[config.mk]
export PLATFORM = sky130hd
export DESIGN_NAME = ahb_tty_uart
export DESIGN_NICKNAME = d
export VERILOG_FILES = /design/src/rtl/ahb_tty_uart.sv
export SDC_FILE = /design/constraint.sdc
export NUM_CORES = 1
export LEC_CHECK = 0
export CORE_MARGIN = 2
export CORE_UTILIZATION = 43
export CTS_CLUSTER_SIZE = 24
export DETAILED_ROUTE_END_ITERATION = 8
export GPL_TIMING_DRIVEN = 0
export HOLD_SLACK_MARGIN = 0.12
export PLACE_DENSITY = 0.74
export SYNTH_ARGS = -nofsm -noshare
export SYNTH_HDL_FRONTEND = slang
export SYNTH_SLANG_ARGS = --single-unit
[constraint.sdc]
create_clock -name HCLK -period 6.9 [get_ports HCLK]
set_input_delay 1.035 -clock HCLK [delete_from_list [all_inputs] [get_ports HCLK]]
set_output_delay 1.035 -clock HCLK [all_outputs]
set_load 0.02 [all_outputs]
[src/rtl/ahb_tty_uart.sv]
`default_nettype none
// ============================================================================
// Module   : ahb_tty_uart
// Brief    : AHB-Lite transmit-only TTY UART (TX FIFO, 8N1 serializer).
//            Optional TTY_STOP_EN: a DATA write of 8'hFF raises sticky STOP.
// Revision : 1.0 - initial release
// ============================================================================
module ahb_tty_uart #(
    parameter int          FIFO_DEPTH   = 8,
    parameter logic [15:0] BAUD_DIV_RST = 16'd16
) (
    input  logic        HCLK,
    input  logic        HRESET,
    input  logic        HSEL,
    input  logic [11:0] HADDR,
    input  logic [1:0]  HTRANS,
    input  logic        HWRITE,
    input  logic [2:0]  HSIZE,
    input  logic [31:0] HWDATA,
    input  logic        HREADY,
    output logic [31:0] HRDATA,
    output logic        HREADYOUT,
    output logic        HRESP,
    output logic        TXD,
    output logic        TX_BUSY,
    output logic        STOP
);

    localparam int c_ptr_w = $clog2(FIFO_DEPTH);
    localparam int c_cnt_w = c_ptr_w + 1;
    localparam logic [c_cnt_w-1:0] c_full_count = c_cnt_w'(FIFO_DEPTH);

    localparam logic [1:0] c_st_idle  = 2'd0;
    localparam logic [1:0] c_st_start = 2'd1;
    localparam logic [1:0] c_st_data  = 2'd2;
    localparam logic [1:0] c_st_stopb = 2'd3;

    logic               r_dp_valid;
    logic               r_dp_write;
    logic [1:0]         r_dp_addr;
    logic [15:0]        r_baud;
    logic [7:0]         r_mem [FIFO_DEPTH];
    logic [c_ptr_w-1:0] r_wr_ptr;
    logic [c_ptr_w-1:0] r_rd_ptr;
    logic [c_cnt_w-1:0] r_count;
    logic [1:0]         r_state;
    logic [15:0]        r_bit_cnt;
    logic [2:0]         r_bit_idx;
    logic [7:0]         r_shift;

    logic        w_addr_phase;
    logic        w_data_wr;
    logic        w_baud_wr;
    logic        w_is_stop;
    logic        w_push_req;
    logic        w_push;
    logic        w_pop;
    logic        w_stall;
    logic        w_full;
    logic        w_empty;
    logic        w_bit_end;
    logic [15:0] w_bit_reload;
    logic [1:0]  w_next_state;
    logic        w_txd;
    logic [31:0] w_count_ext;
    logic [31:0] w_status;
    logic        w_unused;

    assign w_addr_phase = HSEL & HTRANS[1] & HREADY;
    assign w_data_wr    = r_dp_valid & r_dp_write & (r_dp_addr == 2'd0);
    assign w_baud_wr    = r_dp_valid & r_dp_write & (r_dp_addr == 2'd2);
    assign w_full       = (r_count == c_full_count);
    assign w_empty      = (r_count == '0);
    assign w_push_req   = w_data_wr & ~w_is_stop;
    // A full FIFO still accepts the write in the cycle the serializer pops.
    assign w_push       = w_push_req & (~w_full | w_pop);
    assign w_stall      = w_push_req & w_full & ~w_pop;
    assign w_bit_end    = (r_bit_cnt == 16'd0);
    assign w_bit_reload = (r_baud == 16'd0) ? 16'd0 : (r_baud - 16'd1);
    assign w_count_ext  = 32'(r_count);
    assign w_status     = {19'd0, w_count_ext[4:0], 5'd0, w_empty, w_full, TX_BUSY};
    assign w_unused     = ^{HSIZE, HADDR[11:4], HADDR[1:0], HTRANS[0], HWDATA[31:16]};

    assign HREADYOUT = ~w_stall;
    assign HRESP     = 1'b0;
    assign TXD       = w_txd;
    assign TX_BUSY   = (r_state != c_st_idle) | ~w_empty;

`ifdef TTY_STOP_EN
    logic r_stop;
    assign w_is_stop = (HWDATA[7:0] == 8'hFF);
    assign STOP      = r_stop;

    always_ff @(posedge HCLK) begin
        if (HRESET) begin
            r_stop <= 1'b0;
        end else if (w_data_wr && w_is_stop) begin
            r_stop <= 1'b1;
        end
    end
`else
    assign w_is_stop = 1'b0;
    assign STOP      = 1'b0;
`endif

    always_comb begin
        HRDATA = 32'd0;
        if (r_dp_valid && !r_dp_write) begin
            case (r_dp_addr)
                2'd1:    HRDATA = w_status;
                2'd2:    HRDATA = {16'd0, r_baud};
                default: HRDATA = 32'd0;
            endcase
        end
    end

    // A stalled data phase is held so HWDATA is consumed when space frees up.
    always_ff @(posedge HCLK) begin
        if (HRESET) begin
            r_dp_valid <= 1'b0;
            r_dp_write <= 1'b0;
            r_dp_addr  <= 2'd0;
            r_baud     <= BAUD_DIV_RST;
        end else begin
            if (!w_stall) begin
                r_dp_valid <= w_addr_phase;
                r_dp_write <= HWRITE;
                r_dp_addr  <= HADDR[3:2];
            end
            if (w_baud_wr) begin
                r_baud <= HWDATA[15:0];
            end
        end
    end

    always_ff @(posedge HCLK) begin
        if (w_push && !HRESET) begin
            r_mem[r_wr_ptr] <= HWDATA[7:0];
        end
    end

    always_ff @(posedge HCLK) begin
        if (HRESET) begin
            r_wr_ptr <= '0;
            r_rd_ptr <= '0;
            r_count  <= '0;
        end else begin
            if (w_push) r_wr_ptr <= r_wr_ptr + c_ptr_w'(1);
            if (w_pop)  r_rd_ptr <= r_rd_ptr + c_ptr_w'(1);
            case ({w_push, w_pop})
                2'b10:   r_count <= r_count + c_cnt_w'(1);
                2'b01:   r_count <= r_count - c_cnt_w'(1);
                default: r_count <= r_count;
            endcase
        end
    end

    always_comb begin
        w_next_state = r_state;
        w_pop        = 1'b0;
        w_txd        = 1'b1;
        case (r_state)
            c_st_idle: begin
                if (!w_empty) begin
                    w_next_state = c_st_start;
                    w_pop        = 1'b1;
                end
            end
            c_st_start: begin
                w_txd = 1'b0;
                if (w_bit_end) w_next_state = c_st_data;
            end
            c_st_data: begin
                w_txd = r_shift[0];
                if (w_bit_end && (r_bit_idx == 3'd7)) w_next_state = c_st_stopb;
            end
            c_st_stopb: begin
                if (w_bit_end) begin
                    if (!w_empty) begin
                        w_next_state = c_st_start;
                        w_pop        = 1'b1;
                    end else begin
                        w_next_state = c_st_idle;
                    end
                end
            end
            default: w_next_state = c_st_idle;
        endcase
    end

    // The bit counter reloads from BAUDDIV only at bit boundaries.
    always_ff @(posedge HCLK) begin
        if (HRESET) begin
            r_state   <= c_st_idle;
            r_bit_cnt <= 16'd0;
            r_bit_idx <= 3'd0;
            r_shift   <= 8'd0;
        end else begin
            r_state <= w_next_state;
            if (w_pop) begin
                r_shift   <= r_mem[r_rd_ptr];
                r_bit_cnt <= w_bit_reload;
            end else if (r_state != c_st_idle) begin
                if (w_bit_end) begin
                    r_bit_cnt <= w_bit_reload;
                    if (r_state == c_st_start) begin
                        r_bit_idx <= 3'd0;
                    end
                    if (r_state == c_st_data) begin
                        r_shift   <= r_shift >> 1;
                        r_bit_idx <= r_bit_idx + 3'd1;
                    end
                end else begin
                    r_bit_cnt <= r_bit_cnt - 16'd1;
                end
            end
        end
    end

endmodule
`default_nettype wire
# After elaboration in Yosys (flattened, before gate mapping)
# Memories as Yosys holds them, arrays and structs flattened. A register that Yosys moved wholly into a read port is not among the register bits.
# Index checks and enable logic that the tools add are counted.
# op_classes
n_mux	27
eq_ne	13
bitwise_logic	14
n_reduce_logical	19
n_addsub	7
# ops
op	count
16-bit 2-to-1 mux	4
16-bit logical NOT	2
32-bit 2-to-1 mux	1
8-bit 2-to-1 mux	4
16-bit one-hot mux with 2 select lines	1
16-bit by 1-bit subtractor with 16-bit output, second input constant	2
3-bit 2-to-1 mux	4
2-bit nonzero test	6
3-bit by 1-bit adder with 3-bit output, second input constant	3
1-bit bitwise AND	8
2-bit == test, second input constant	4
2-bit 2-to-1 mux	4
2-bit inequality test, second input constant	4
2-bit one-hot mux with 4 select lines	1
4-bit one-hot mux with 2 select lines	1
4-bit AND reduction	2
2-bit by 1-bit == test with 1-bit output, second input constant	3
1-bit 2-to-1 mux	5
4-bit by 1-bit adder with 4-bit output, second input constant	1
4-bit == test, second input constant	1
2-bit logical NOT	2
4-bit logical NOT	1
1-bit inverter	4
1-bit one-hot mux with 2 select lines	2
6 further kinds	10
# totals
mem_bits_rw	64
mem_count	1
in_bits	54
reg_bits	59
output_inout_bits	37
elab_cells	92
# memory_table
name	depth	word_bits	rd	rd_clocked_by_memory_dff	write_ports	line_no	text
r_mem	8	8	1	1	1	42	logic [7:0] r_mem [FIFO_DEPTH];

# Longest topological paths before layout
# Gate-level depths: netlist of run 1.
# logic_depth
word_depth	9
mapped_depth	11
depth_no_buf	10

# Worst setup path before layout of run 1
# No wires, ideal clock.
# synth_timing
path_kind	input-to-reg
startpoint	input HRESET
endpoint	memory r_mem[4][0], enable pin
setup_ps	395
t_arrival_ps	2351
path_buffers	2
path_slack_ps	4155
path_stages	5
path_cell_list	clkbuf_1 > inv_1 > clkbuf_8 > nand2_1 > nor4_1
# synth_between
elab_chain_cells	4
# synth_rtl
element	line_no	text
from (decl)	13	input logic HRESET,
1-bit logical NOT	137	if (w_push && !HRESET) begin
1-bit logical AND	137	
1-bit 2-to-1 mux	137	
1-bit 2-to-1 mux (not written as such)	138	r_mem[r_wr_ptr] <= HWDATA[7:0];
to (decl)	42	
# No other way between the ends.

# Worst setup path in the final report of run 1
# layout_timing
startpoint	register r_bit_cnt[0]
endpoint	output HREADYOUT
# layout_between
elab_chain_cells	6
# layout_rtl
element	line_no	text
from (decl)	47	logic [15:0] r_bit_cnt;
from (signal assigned)	202	r_bit_cnt <= w_bit_reload;
from (signal assigned)	205	r_bit_cnt <= w_bit_reload;
from (signal assigned)	214	r_bit_cnt <= r_bit_cnt - 16'd1;
16-bit logical NOT	78	assign w_bit_end = (r_bit_cnt == 16'd0);
1-bit 2-to-1 mux	178	if (w_bit_end) begin
1-bit one-hot mux with 2 select lines	162	case (r_state)
1-bit inverter (no source line)	--	
1-bit bitwise AND	77	assign w_stall = w_push_req & w_full & ~w_pop;
1-bit inverter	84	assign HREADYOUT = ~w_stall;
to (decl)	22	output logic HREADYOUT,
# No other way between the ends.

==> results.rst, run 1 <==
.. list-table::
   :header-rows: 1

   * - Metric
     - Value
   * - Hold slack final
     - 0.456 ns
   * - Final hold vios
     - 0
   * - Routed via count
     - 4627
   * - Antenna viol nets, final
     - 0
   * - Global route total overflow
     - 0
   * - Root Buffer Master
     - sky130_fd_sc_hd__clkbuf_16
   * - Util after Layout
     - 0.528
   * - Maximum count of clock buffers along a single path
     - 2
   * - EDFF count, synth
     - 64
   * - Number of buffers inserted for hold repair after clock tree synthesis
     - 0
   * - Buffers plus inverters on the worst setup path
     - 3
   * - Result of the run
     - completed
   * - Top fanout value on the critical path
     - 10
   * - Pleak
     - 2.68 nW
   * - Cell type with the highest aggregate area in the netlist
     - sky130_fd_sc_hd__edfxtp_1
   * - Global-route wire length before repair
     - 24.8 mm
   * - Vert. Die Dim
     - 125 µm
   * - Number of storage elements in the synthesis netlist
     - 126
   * - Measured slew at the worst slew-check pin
     - 1.27 ns
   * - Top Ports
     - 91
   * - Power per cell area
     - 406 mW/mm²
   * - Required time at the worst-slack endpoint
     - 5.86 ns
   * - Cts bufs inserted
     - 17
   * - Path class of the lowest-slack min-delay path
     - flop to flop
   * - Maximum clock rate
     - 244 MHz
   * - Mean instance size in the synthesized netlist
     - 11.1 µm²
   * - Horiz. Die Dim
     - 125 µm
   * - Layout-stage area growth over the synthesis result
     - 21.4%
   * - CP max stage delay
     - 0.68 ns
   * - Highest-count cells in the layout ignoring fill and taps
     - sky130_fd_sc_hd__edfxtp_1, sky130_fd_sc_hd__dfxtp_1, sky130_fd_sc_hd__nand2_1, sky130_fd_sc_hd__clkdlybuf4s50_1, sky130_fd_sc_hd__a21oi_1
   * - Largest cells by area after synthesis
     - sky130_fd_sc_hd__edfxtp_1, sky130_fd_sc_hd__dfxtp_1, sky130_fd_sc_hd__mux4_2
   * - DR pass1 iterations
     - 7
   * - Library cell contributing the largest single delay on the critical path
     - sky130_fd_sc_hd__clkdlybuf4s50_1
   * - Final number of setup-violating endpoints
     - 0
   * - Insertion delay of the later-clocked pin in the worst-skew pair
     - 0.43 ns
   * - Proportion of register bits with asynchronous set or reset after synthesis
     - 0
   * - Cell Rows
     - 44
   * - Number of buffers inserted by port buffering
     - 41
   * - Chain of cells forming the critical path
     - inv_1 -> ha_1 -> nor4b_2 -> and4_1 -> buf_4 -> a211o_1 -> clkdlybuf4s50_1
   * - Total GRT Usage
     - 0.204
   * - Via-per-instance ratio
     - 5.53
   * - Sum of negative setup slack
     - 0 ns
   * - Max transition margin
     - 0.148
   * - Seq/Total Area, Yosys
     - 0.507
   * - Number of violations of the max-capacitance limit
     - 0
   * - Number of DRC violations after detailed routing
     - 0
   * - CTS sink count
     - 126
   * - Number of H-tree levels
     - 4
   * - Antenna diode count
     - 0
   * - Worst setup path class
     - flop to output port
   * - Routability cong.
     - 0.905
   * - Gates resized, CTS repair
     - 0
   * - Setup Buffers After CTS
     - 0
   * - Die ar.
     - 0.0155 mm²
   * - WL per Instance
     - 18.2 µm
   * - Pin count of the biggest net entering global routing
     - 17
   * - Fraction of final layout cells with drive strength greater than 1
     - 0.158
   * - Final Net Count
     - 710
   * - Cell family with most CP delay
     - buffers and inverters
   * - Dominant synthesized flop cell
     - sky130_fd_sc_hd__edfxtp_1
   * - TritonCTS clock tree
     - yes
   * - Cell count after synthesis
     - 562
   * - Arrival time worst endpoint
     - 3.06 ns
   * - Final min period
     - 4.10 ns
   * - Wirelength, routed
     - 15.2 mm
   * - Startpoint kind of the worst setup timing path
     - flop
   * - VDD IR-drop max
     - 0.298 mV
   * - First DRT Iteration DRCs
     - 310
   * - Commonest non-fill, non-tap cell in the layout
     - sky130_fd_sc_hd__edfxtp_1
   * - Core Box Area
     - 0.0144 mm²
   * - Number of distinct library cells after synthesis
     - 69
   * - Critical path endpoint category
     - output port
   * - Vias in the first global route
     - 4717
   * - Synth Cell Area
     - 0.00624 mm²
   * - Share of the synthesized area in the top cell type
     - 0.308
   * - Number of pins with negative max-slew slack in the final report
     - 0
   * - DP Wirelength
     - 11.0 mm
   * - Unrepaired setup endpoints after global routing
     - false
   * - Yosys warning count
     - 0
   * - Clock slew at reported path FFs
     - 0.07 ns
   * - Antenna violations before repair
     - 0
   * - Worst clock skew on the final layout
     - 0.0185 ns
   * - Final critical-path share of the clock period
     - 0.594
   * - Initial cell density of the core
     - 0.435
[cells in the mapped netlist (13+ instances only)]
cell type,count
sky130_fd_sc_hd__buf_4,23
sky130_fd_sc_hd__nor3_1,25
sky130_fd_sc_hd__a21oi_1,33
sky130_fd_sc_hd__nor2b_1,13
sky130_fd_sc_hd__mux2i_1,14
sky130_fd_sc_hd__nand3_1,18
sky130_fd_sc_hd__clkbuf_1,17
sky130_fd_sc_hd__ha_1,16
sky130_fd_sc_hd__mux4_2,16
sky130_fd_sc_hd__inv_1,18
sky130_fd_sc_hd__dfxtp_1,62
sky130_fd_sc_hd__nor2_1,30
sky130_fd_sc_hd__edfxtp_1,64
sky130_fd_sc_hd__nand2_1,46
[cell type report]
type                       instances  area (µm²)
tap                              184         230
clock buffer                      18         429
timing repair buffer              42         418
multi-input combinational        389        2810
sequential                       126        3160
fill                            1233        6790
buffer                            46         282
clock inverter                    14         183
inverter                          18        67.6
[worst min-delay path: cells and delay by family (launching register included)]
kind | cells | cell delay (ns)
simple gates | 1 | 0.05
compound gates | 1 | 0.05
flops | 1 | 0.31
[per-stage QoR]
| stage | setup slack (ns) | instances | power [W] | cell area [µm²] |
|---|---|---|---|---|
| 4_1_cts | 2.89 | 837 | 0.00308 | 7580 |
| 6_report | 2.80 | 837 | 0.00308 | 7580 |
| 5_1_grt | 2.69 | 837 | 0.00324 | 7580 |
| 3_5_place_dp | 3.36 | 805 | 0.00214 | 6970 |
| 2_1_floorplan | 4.15 | 579 | 0.00183 | 6310 |
| 3_3_place_gp | 3.35 | 804 | 0.00211 | 6950 |
[sequential cells by signal (all words and copies together) (netlist names), named ones only]
register,cells
r_baud,16
r_bit_cnt,16
r_bit_idx,3
r_count,4
r_dp_addr,2
r_dp_valid,1
r_dp_write,1
r_mem,64
r_rd_ptr,3
r_shift,8
r_state,2
r_wr_ptr,3
[logic make-up (layout without fill, tap and decap cells)]
family | after synthesis | in the layout | share of synthesized area
and+or+nand+nor | 203 | 203 | 0.181
other | 1 | 18 | 0.000601
xor gates and xnor gates | 17 | 17 | 0.0238
buffers and inverters | 64 | 138 | 0.0559
adders and majority gates | 16 | 16 | 0.0321
muxes | 33 | 33 | 0.0856
DFF | 126 | 126 | 0.507
AOI/OAI and AO/OA | 102 | 102 | 0.115
[metal layers]
layer | up-vias | share of wire | GRT usage
li1 | 2229 | - | -
met1 | 2211 | 0.43 | 0.258
met2 | 172 | 0.49 | 0.339
met3 | 15 | 0.063 | 0.0614
met4 | 0 | 0.012 | 0.0601
met5 | - | 0 | 0
[path summary, 6_finish.rpt]
path | depth (start not counted) | slack [ns] | start | to
max | 7 | 2.80 | r_bit_cnt[0] | HREADYOUT
min | 2 | 0.46 | r_bit_idx[2] | r_bit_idx[2]
max reg2reg | 8 | 3.44 | r_bit_cnt[0] | r_mem[7][5]
min reg2reg | 2 | 0.46 | r_bit_idx[2] | r_bit_idx[2]
[power breakdown]
group	total (W)	switching (W)	internal [W]	leakage, nW
combinational	0.00120	0.000718	0.000481	1.31
clock	0.000936	0.000361	0.000575	0.294
sequential	0.000943	0.0000749	0.000868	1.08
total	0.00308	0.00115	0.00192	2.68
Note: power is estimated with default switching activity, not from simulation.
==> run 2: changes to the inputs <==
- clock period: 6.9 -> 3.8 ns (I/O delays scaled with it)
==> results of run 2 <==
The final DEF is identical to that of run 1. Status: completed.
Among the figures that moved: setup slack after placement 3.36 ns -> 0.438 ns; setup slack after layout 2.80 ns -> 0.168 ns; register-to-register setup slack 3.44 ns -> 0.34 ns; total power 0.00308 W -> 0.00559 W; worst IR drop on VDD 0.298 mV -> 0.540 mV
